`src/rtl/mips_pkg.sv`:
```
// -----------------------------------------------------------------------------
// mips_pkg
//   Shared constants for the multicycle MIPS control path:
//     - opcode encodings recognised by the main control FSM
//     - state encoding of the main control FSM (also exported as a debug port)
//     - ALUOp codes, which the ALU control unit also imports
//     - ALUSrcB and PCSource select codes
//   No ports; imported with "import mips_pkg::*;".
// -----------------------------------------------------------------------------
package mips_pkg;

  // Instruction opcodes, instruction bits [31:26]
  localparam logic [5:0] OP_RTYPE = 6'b000000;
  localparam logic [5:0] OP_LW    = 6'b100011;
  localparam logic [5:0] OP_SW    = 6'b101011;
  localparam logic [5:0] OP_BEQ   = 6'b000100;
  localparam logic [5:0] OP_ADDI  = 6'b001000;
  localparam logic [5:0] OP_J     = 6'b000010;

  // Main control states. Codes 12..15 are unused and recover to S_FETCH.
  typedef enum logic [3:0] {
    S_FETCH  = 4'd0,
    S_DECODE = 4'd1,
    S_MEMADR = 4'd2,
    S_MEMRD  = 4'd3,
    S_MEMWB  = 4'd4,
    S_MEMWR  = 4'd5,
    S_EXEC   = 4'd6,
    S_ALUWB  = 4'd7,
    S_BRANCH = 4'd8,
    S_ADDIEX = 4'd9,
    S_ADDIWB = 4'd10,
    S_JUMP   = 4'd11
  } state_t;

  // ALUOp codes consumed by the ALU control stage
  localparam logic [1:0] ALUOP_ADD   = 2'b00;
  localparam logic [1:0] ALUOP_SUB   = 2'b01;
  localparam logic [1:0] ALUOP_FUNCT = 2'b10;

  // ALU B operand select
  localparam logic [1:0] SRCB_REGB    = 2'b00;
  localparam logic [1:0] SRCB_FOUR    = 2'b01;
  localparam logic [1:0] SRCB_IMM     = 2'b10;
  localparam logic [1:0] SRCB_IMM_SH2 = 2'b11;

  // Next-PC select
  localparam logic [1:0] PCSRC_ALU    = 2'b00;
  localparam logic [1:0] PCSRC_ALUOUT = 2'b01;
  localparam logic [1:0] PCSRC_JUMP   = 2'b10;

  // True for every opcode the control unit can sequence.
  function automatic logic is_legal_op(input logic [5:0] op);
    return (op == OP_RTYPE) || (op == OP_LW)   || (op == OP_SW) ||
           (op == OP_BEQ)   || (op == OP_ADDI) || (op == OP_J);
  endfunction

endpackage

```
`src/rtl/main_control_outputs.sv`:
```
// -----------------------------------------------------------------------------
// main_control_outputs
//   Combinational Moore decode of the datapath control signals from the
//   current FSM state. The only non-Moore terms are the memory handshake
//   gates (IRWrite/PCWrite in FETCH, InstrDone in MEMWR), which follow
//   MemReady. While reset is high every write enable and the InstrDone
//   pulse are forced low so an aborted instruction leaves no trace.
// Ports
//   State      in  current FSM state
//   MemReady   in  memory finished the current access this cycle
//   reset      in  synchronous active-high reset (gates write enables)
//   PCWrite .. PCSource, InstrDone  out  datapath controls
// -----------------------------------------------------------------------------
module main_control_outputs
  import mips_pkg::*;
(
  input  state_t     State,
  input  logic       MemReady,
  input  logic       reset,
  output logic       PCWrite,
  output logic       PCWriteCond,
  output logic       IorD,
  output logic       MemRead,
  output logic       MemWrite,
  output logic       IRWrite,
  output logic       MemtoReg,
  output logic       RegDst,
  output logic       RegWrite,
  output logic       ALUSrcA,
  output logic [1:0] ALUSrcB,
  output logic [1:0] ALUOp,
  output logic [1:0] PCSource,
  output logic       InstrDone
);

  always_comb begin
    // NOTE: every output gets a default before the case so that states which
    // do not mention a signal drive 0 rather than infer a latch.
    PCWrite     = 1'b0;
    PCWriteCond = 1'b0;
    IorD        = 1'b0;
    MemRead     = 1'b0;
    MemWrite    = 1'b0;
    IRWrite     = 1'b0;
    MemtoReg    = 1'b0;
    RegDst      = 1'b0;
    RegWrite    = 1'b0;
    ALUSrcA     = 1'b0;
    ALUSrcB     = SRCB_REGB;
    ALUOp       = ALUOP_ADD;
    PCSource    = PCSRC_ALU;
    InstrDone   = 1'b0;

    case (State)
      S_FETCH: begin
        MemRead  = 1'b1;
        ALUSrcB  = SRCB_FOUR;
        ALUOp    = ALUOP_ADD;
        PCSource = PCSRC_ALU;
        // IR and PC+4 are captured only once the fetch data is valid
        IRWrite  = MemReady;
        PCWrite  = MemReady;
      end
      S_DECODE: begin
        // Precompute the branch target into ALUOut
        ALUSrcB = SRCB_IMM_SH2;
        ALUOp   = ALUOP_ADD;
      end
      S_MEMADR, S_ADDIEX: begin
        ALUSrcA = 1'b1;
        ALUSrcB = SRCB_IMM;
        ALUOp   = ALUOP_ADD;
      end
      S_MEMRD: begin
        MemRead = 1'b1;
        IorD    = 1'b1;
      end
      S_MEMWB: begin
        RegWrite  = 1'b1;
        MemtoReg  = 1'b1;
        InstrDone = 1'b1;
      end
      S_MEMWR: begin
        MemWrite  = 1'b1;
        IorD      = 1'b1;
        InstrDone = MemReady;
      end
      S_EXEC: begin
        ALUSrcA = 1'b1;
        ALUSrcB = SRCB_REGB;
        ALUOp   = ALUOP_FUNCT;
      end
      S_ALUWB: begin
        RegWrite  = 1'b1;
        RegDst    = 1'b1;
        InstrDone = 1'b1;
      end
      S_BRANCH: begin
        ALUSrcA     = 1'b1;
        ALUSrcB     = SRCB_REGB;
        ALUOp       = ALUOP_SUB;
        PCWriteCond = 1'b1;
        PCSource    = PCSRC_ALUOUT;
        InstrDone   = 1'b1;
      end
      S_ADDIWB: begin
        RegWrite  = 1'b1;
        InstrDone = 1'b1;
      end
      S_JUMP: begin
        PCWrite   = 1'b1;
        PCSource  = PCSRC_JUMP;
        InstrDone = 1'b1;
      end
      default: ; // unused codes: everything stays 0
    endcase

    // Reset aborts whatever is in flight: no architectural write this cycle.
    if (reset) begin
      PCWrite     = 1'b0;
      PCWriteCond = 1'b0;
      IRWrite     = 1'b0;
      MemRead     = 1'b0;
      MemWrite    = 1'b0;
      RegWrite    = 1'b0;
      InstrDone   = 1'b0;
    end
  end

endmodule

```
`src/rtl/main_control_fsm.sv`:
```
// -----------------------------------------------------------------------------
// main_control_fsm
//   Multicycle main control unit for the MIPS datapath. Sequences each
//   instruction FETCH -> DECODE -> (execute/memory/writeback) -> FETCH based
//   on the opcode, waits on MemReady in the memory states, and flags retired
//   (InstrDone) and unsupported (IllegalOp) instructions.
// Ports
//   clk        in   clock, all state changes on rising edge
//   reset      in   synchronous active-high reset, loads FETCH
//   Opcode     in   instruction [31:26] from the instruction register
//   MemReady   in   memory access completes this cycle
//   PCWrite, PCWriteCond, IorD, MemRead, MemWrite, IRWrite, MemtoReg,
//   RegDst, RegWrite, ALUSrcA, ALUSrcB, ALUOp, PCSource   out  datapath controls
//   State      out  current state code (debug/verification)
//   InstrDone  out  pulse in the last cycle of a retired instruction
//   IllegalOp  out  pulse in DECODE for an unsupported opcode
// -----------------------------------------------------------------------------
module main_control_fsm
  import mips_pkg::*;
(
  input  logic       clk,
  input  logic       reset,
  input  logic [5:0] Opcode,
  input  logic       MemReady,
  output logic       PCWrite,
  output logic       PCWriteCond,
  output logic       IorD,
  output logic       MemRead,
  output logic       MemWrite,
  output logic       IRWrite,
  output logic       MemtoReg,
  output logic       RegDst,
  output logic       RegWrite,
  output logic       ALUSrcA,
  output logic [1:0] ALUSrcB,
  output logic [1:0] ALUOp,
  output logic [1:0] PCSource,
  output logic [3:0] State,
  output logic       InstrDone,
  output logic       IllegalOp
);

  state_t r_state;
  state_t w_next_state;
  logic   w_illegal;

  // State register
  always_ff @(posedge clk) begin
    // NOTE: non-blocking assignment for state so every flop samples the
    // pre-edge value, independent of process evaluation order.
    if (reset) r_state <= S_FETCH;
    else       r_state <= w_next_state;
  end

  // Next-state logic
  always_comb begin
    w_next_state = S_FETCH;
    w_illegal    = 1'b0;

    case (r_state)
      S_FETCH:  w_next_state = MemReady ? S_DECODE : S_FETCH;
      S_DECODE: begin
        case (Opcode)
          OP_LW, OP_SW: w_next_state = S_MEMADR;
          OP_RTYPE:     w_next_state = S_EXEC;
          OP_BEQ:       w_next_state = S_BRANCH;
          OP_ADDI:      w_next_state = S_ADDIEX;
          OP_J:         w_next_state = S_JUMP;
          default: begin
            w_next_state = S_FETCH;
            w_illegal    = 1'b1;
          end
        endcase
      end
      // Only LW and SW reach MEMADR; anything but SW is treated as a load.
      S_MEMADR: w_next_state = (Opcode == OP_SW) ? S_MEMWR : S_MEMRD;
      S_MEMRD:  w_next_state = MemReady ? S_MEMWB : S_MEMRD;
      S_MEMWB:  w_next_state = S_FETCH;
      S_MEMWR:  w_next_state = MemReady ? S_FETCH : S_MEMWR;
      S_EXEC:   w_next_state = S_ALUWB;
      S_ALUWB:  w_next_state = S_FETCH;
      S_BRANCH: w_next_state = S_FETCH;
      S_ADDIEX: w_next_state = S_ADDIWB;
      S_ADDIWB: w_next_state = S_FETCH;
      S_JUMP:   w_next_state = S_FETCH;
      default:  w_next_state = S_FETCH;
    endcase
  end

  assign State     = r_state;
  assign IllegalOp = w_illegal & ~reset;

  main_control_outputs u_outputs (
    .State       (r_state),
    .MemReady    (MemReady),
    .reset       (reset),
    .PCWrite     (PCWrite),
    .PCWriteCond (PCWriteCond),
    .IorD        (IorD),
    .MemRead     (MemRead),
    .MemWrite    (MemWrite),
    .IRWrite     (IRWrite),
    .MemtoReg    (MemtoReg),
    .RegDst      (RegDst),
    .RegWrite    (RegWrite),
    .ALUSrcA     (ALUSrcA),
    .ALUSrcB     (ALUSrcB),
    .ALUOp       (ALUOp),
    .PCSource    (PCSource),
    .InstrDone   (InstrDone)
  );

endmodule

```
`config.mk`:
```
export PLATFORM = sky130hd
export DESIGN_NAME = main_control_fsm
export DESIGN_NICKNAME = d
export VERILOG_FILES = /design/src/rtl/mips_pkg.sv /design/src/rtl/main_control_outputs.sv /design/src/rtl/main_control_fsm.sv
export SDC_FILE = /design/constraint.sdc
export NUM_CORES = 1
export LEC_CHECK = 0
export CORE_MARGIN = 4
export CORE_UTILIZATION = 40
export DETAILED_ROUTE_END_ITERATION = 10
export PLACE_DENSITY = 0.8
export SETUP_SLACK_MARGIN = 0.2
export SLEW_MARGIN = 20
export SYNTH_ARGS = -nofsm -noshare
export SYNTH_HDL_FRONTEND = slang
export SYNTH_HIERARCHICAL = 1
export SYNTH_SLANG_ARGS = --single-unit
export TNS_END_PERCENT = 100
```
`constraint.sdc`:
```
create_clock -name clk -period 2.3 [get_ports clk]
set_input_delay 0.46 -clock clk [delete_from_list [all_inputs] [get_ports clk]]
set_output_delay 0.46 -clock clk [all_outputs]
set_load 0.01 [all_outputs]
```
==> flow_metrics.tcl <==
set metrics [dict create \
    max_stage_delay_ps 400 \
    largest_reg_flops 4 \
    syn_inst 83 \
    required_ps 1840 \
    internal_power_mw 0.192 \
    holdCritPathClass "reg -> reg" \
    n_fill_cell 95 \
    clkPwrFrac_pct 30.5 \
    setup_ws_ps 156 \
    final_cell_mix "21 x buf_4, 12 x nor2_1, 11 x clkdlybuf4s50_1" \
    slew_violations 0 \
    ios 31 \
    final-setup-viol-count 0 \
    relSlewSlack_pct 82.2 \
    peakVddDrop_mv 0.157 \
    grt_max_degree 18 \
    seq_power_share_pct 27.1 \
    p_leak_nw 0.517 \
    switching_share_pct 28.7 \
    cts_hold_buf 0 \
    endpoint_kind "output port" \
    cts-root-buf "clkbuf_4" \
    final_common_cell "buf_4" \
    run_status "completed" \
    drc 0 \
    core-area_mm2 0.00132 \
    max_cap_viol_count 0 \
    final_cell_area_mm2 0.00105 \
    via_per_inst 5.64 \
    track_usage_pct 19.7 \
    dieArea_mm2 0.00209 \
    yosysTopAreaCell "dfxtp_1" \
    die_h_um 45.8 \
    num_vias 829 \
    post-route-min-period_ps 2140 \
    cts_buffers 3 \
    grt_pass1_vias 759 \
    ys_warn_count 6 \
    yosysSeqAreaShare_pct 14.0 \
    antenna_found_initial 0 \
    whs_ps 651 \
    dpl_cell_area_um2 966 \
    netlist_area_um2 571 \
    path_clk_slew_ps 30 \
    die_w_um 45.8 \
    syn2layout_area_growth_pct 83.8 \
    critPathMaxFanout 4 \
    ant_nets 0 \
    initial_core_util_pct 43.3 \
    cts_num_sinks 4 \
    max_freq_ghz 0.466 \
    htreeDepth 1 \
    synthTopCellsByArea "dfxtp_1 14%, nor2_1 7.9%, nand2b_1 7.7%" \
    cp_cell_sequence "clkdlybuf4s15_1 -> xor2_2 -> o21ai_1 -> o41a_1 -> and3_1 -> clkbuf_2" \
    grt_first_pass_wirelength_mm 3.11 \
    synth_nets 92 \
    overflow 0 \
    wire_per_inst_um 13.5 \
    synth.avg_cell_area_um2 6.87 \
    rows 13 \
    utilization_pct 79.6 \
    hpwlAfterDp_mm 1.48 \
    combinationalPowerShare_pct 42.4 \
    power_density_mw_per_mm2 257 \
    clock_skew_ps 2.57 \
    synth.top_cell.area_share_pct 14.0 \
    drive_above_1_share_pct 29.5 \
    drt_iter0_markers 25 \
    n_antenna_cell 0 \
    synth_cell_type_count 36 \
    stdcell_count 147 \
    wl_mm 1.98 \
    ys_ff_latch 4 \
    fin_tns_setup_ps 0 \
    io_buffers 30 \
    clk_path_buf_depth 2 \
    dpl_worst_slack_ps -409 \
    nNetsFinal 143 \
    reg2reg_slack_ps 970 \
    fin_crit_sh_pct 93.2 \
    critPathKind "in -> out" \
    drtPass1Iterations 4 \
    cts_tree "built" \
    hold_viol 0 \
    netSwitchingPower_mw 0.0774 \
    crit_slowest_cell "o41a_1" \
    worst_ep_arrival_time_ps 1680 \
    finalPower_mw 0.269 \
    tightest_slew_ps 265 \
    cp-start-kind "input pin" \
    clk_latency_ps 220 \
    rsz0062_at_grt "yes" \
    routabilityCongestion 0.850 \
    place_inst 138 \
]
layer usage:
metal  vias up  global-route usage (%)  routed length (um)
met2        39                    35.9                1020
met1       384                    24.3                 776
li1        406                       -                   -
met4         0                    4.55                   0
met3         0                    2.37                 183
met5         -                       0                   0
synth_stat cells (all sizes together):
library cell  instances
a2111oi               1
a21oi                 5
nor2b                 2
nor3                  8
nor2                 12
xor2                  2
nor3b                 1
mux2i                 1
a21boi                1
xnor2                 1
inv                   1
and2                  1
or2b                  1
nand2                 2
a311oi                1
o21ai                 6
o22ai                 2
nand2b                8
and3                  3
nand4                 1
a32oi                 1
buf                   6
o41a                  1
a211oi                2
o22a                  1
nor4b                 1
a31oi                 2
dfxtp                 4
nor4                  2
mux2                  1
o21a                  1
or2                   1
power groups by stage:
| stage | Sequential (mW) | Combinational, mW | Clock [mW] |
|---|---|---|---|
| 2_1_floorplan | 0.0764 | 0.0410 | 0 |
| 3_3_place_gp | 0.0739 | 0.100 | 0 |
| 3_5_place_dp | 0.0740 | 0.103 | 0 |
| 4_1_cts | 0.0731 | 0.109 | 0.0824 |
| 5_1_grt | 0.0732 | 0.124 | 0.0876 |
| 6_report | 0.0731 | 0.114 | 0.0820 |
kinds of logic after synthesis:
| group | synth area share (%) |
|---|---|
| compound gates | 28.7 |
| xor+xnor | 4.61 |
| mux | 3.73 |
| buf+inv | 8.33 |
| simple gates | 40.6 |
| flops | 14.0 |
path summary, 6_finish.rpt:
path	from	depth (start not counted)	end
setup reg to reg	State[0]	4	State[1]
hold reg to reg	State[1]	2	State[1]
setup / recovery	Opcode[1]	6	IllegalOp
hold / removal	State[1]	2	State[1]
worst max-delay path: cells and delay by family:
family          cells  cell delay [ps]
simple gates        1              180
xor+xnor            1              190
buf+inv             2              390
compound gates      2              480
cell type report:
class	count	area, um2	share of cell area (%)
Sequential cell	4	83.8	8.00
Inverter	1	3.75	0.358
Tap cell	15	18.8	1.79
Timing Repair Buffer	52	452	43.1
Multi-Input combinational cell	72	468	44.6
Clock buffer	3	22.5	2.15
timing repair:
| item | in CTS | in global routing |
|---|---|---|
| resized for setup | 25 | 12 |
| setup endpoints to repair | 14 | 8 |
| pin swaps | 2 | 1 |
| setup buffers | 5 | 1 |
Note: power is estimated with default switching activity, not from simulation.
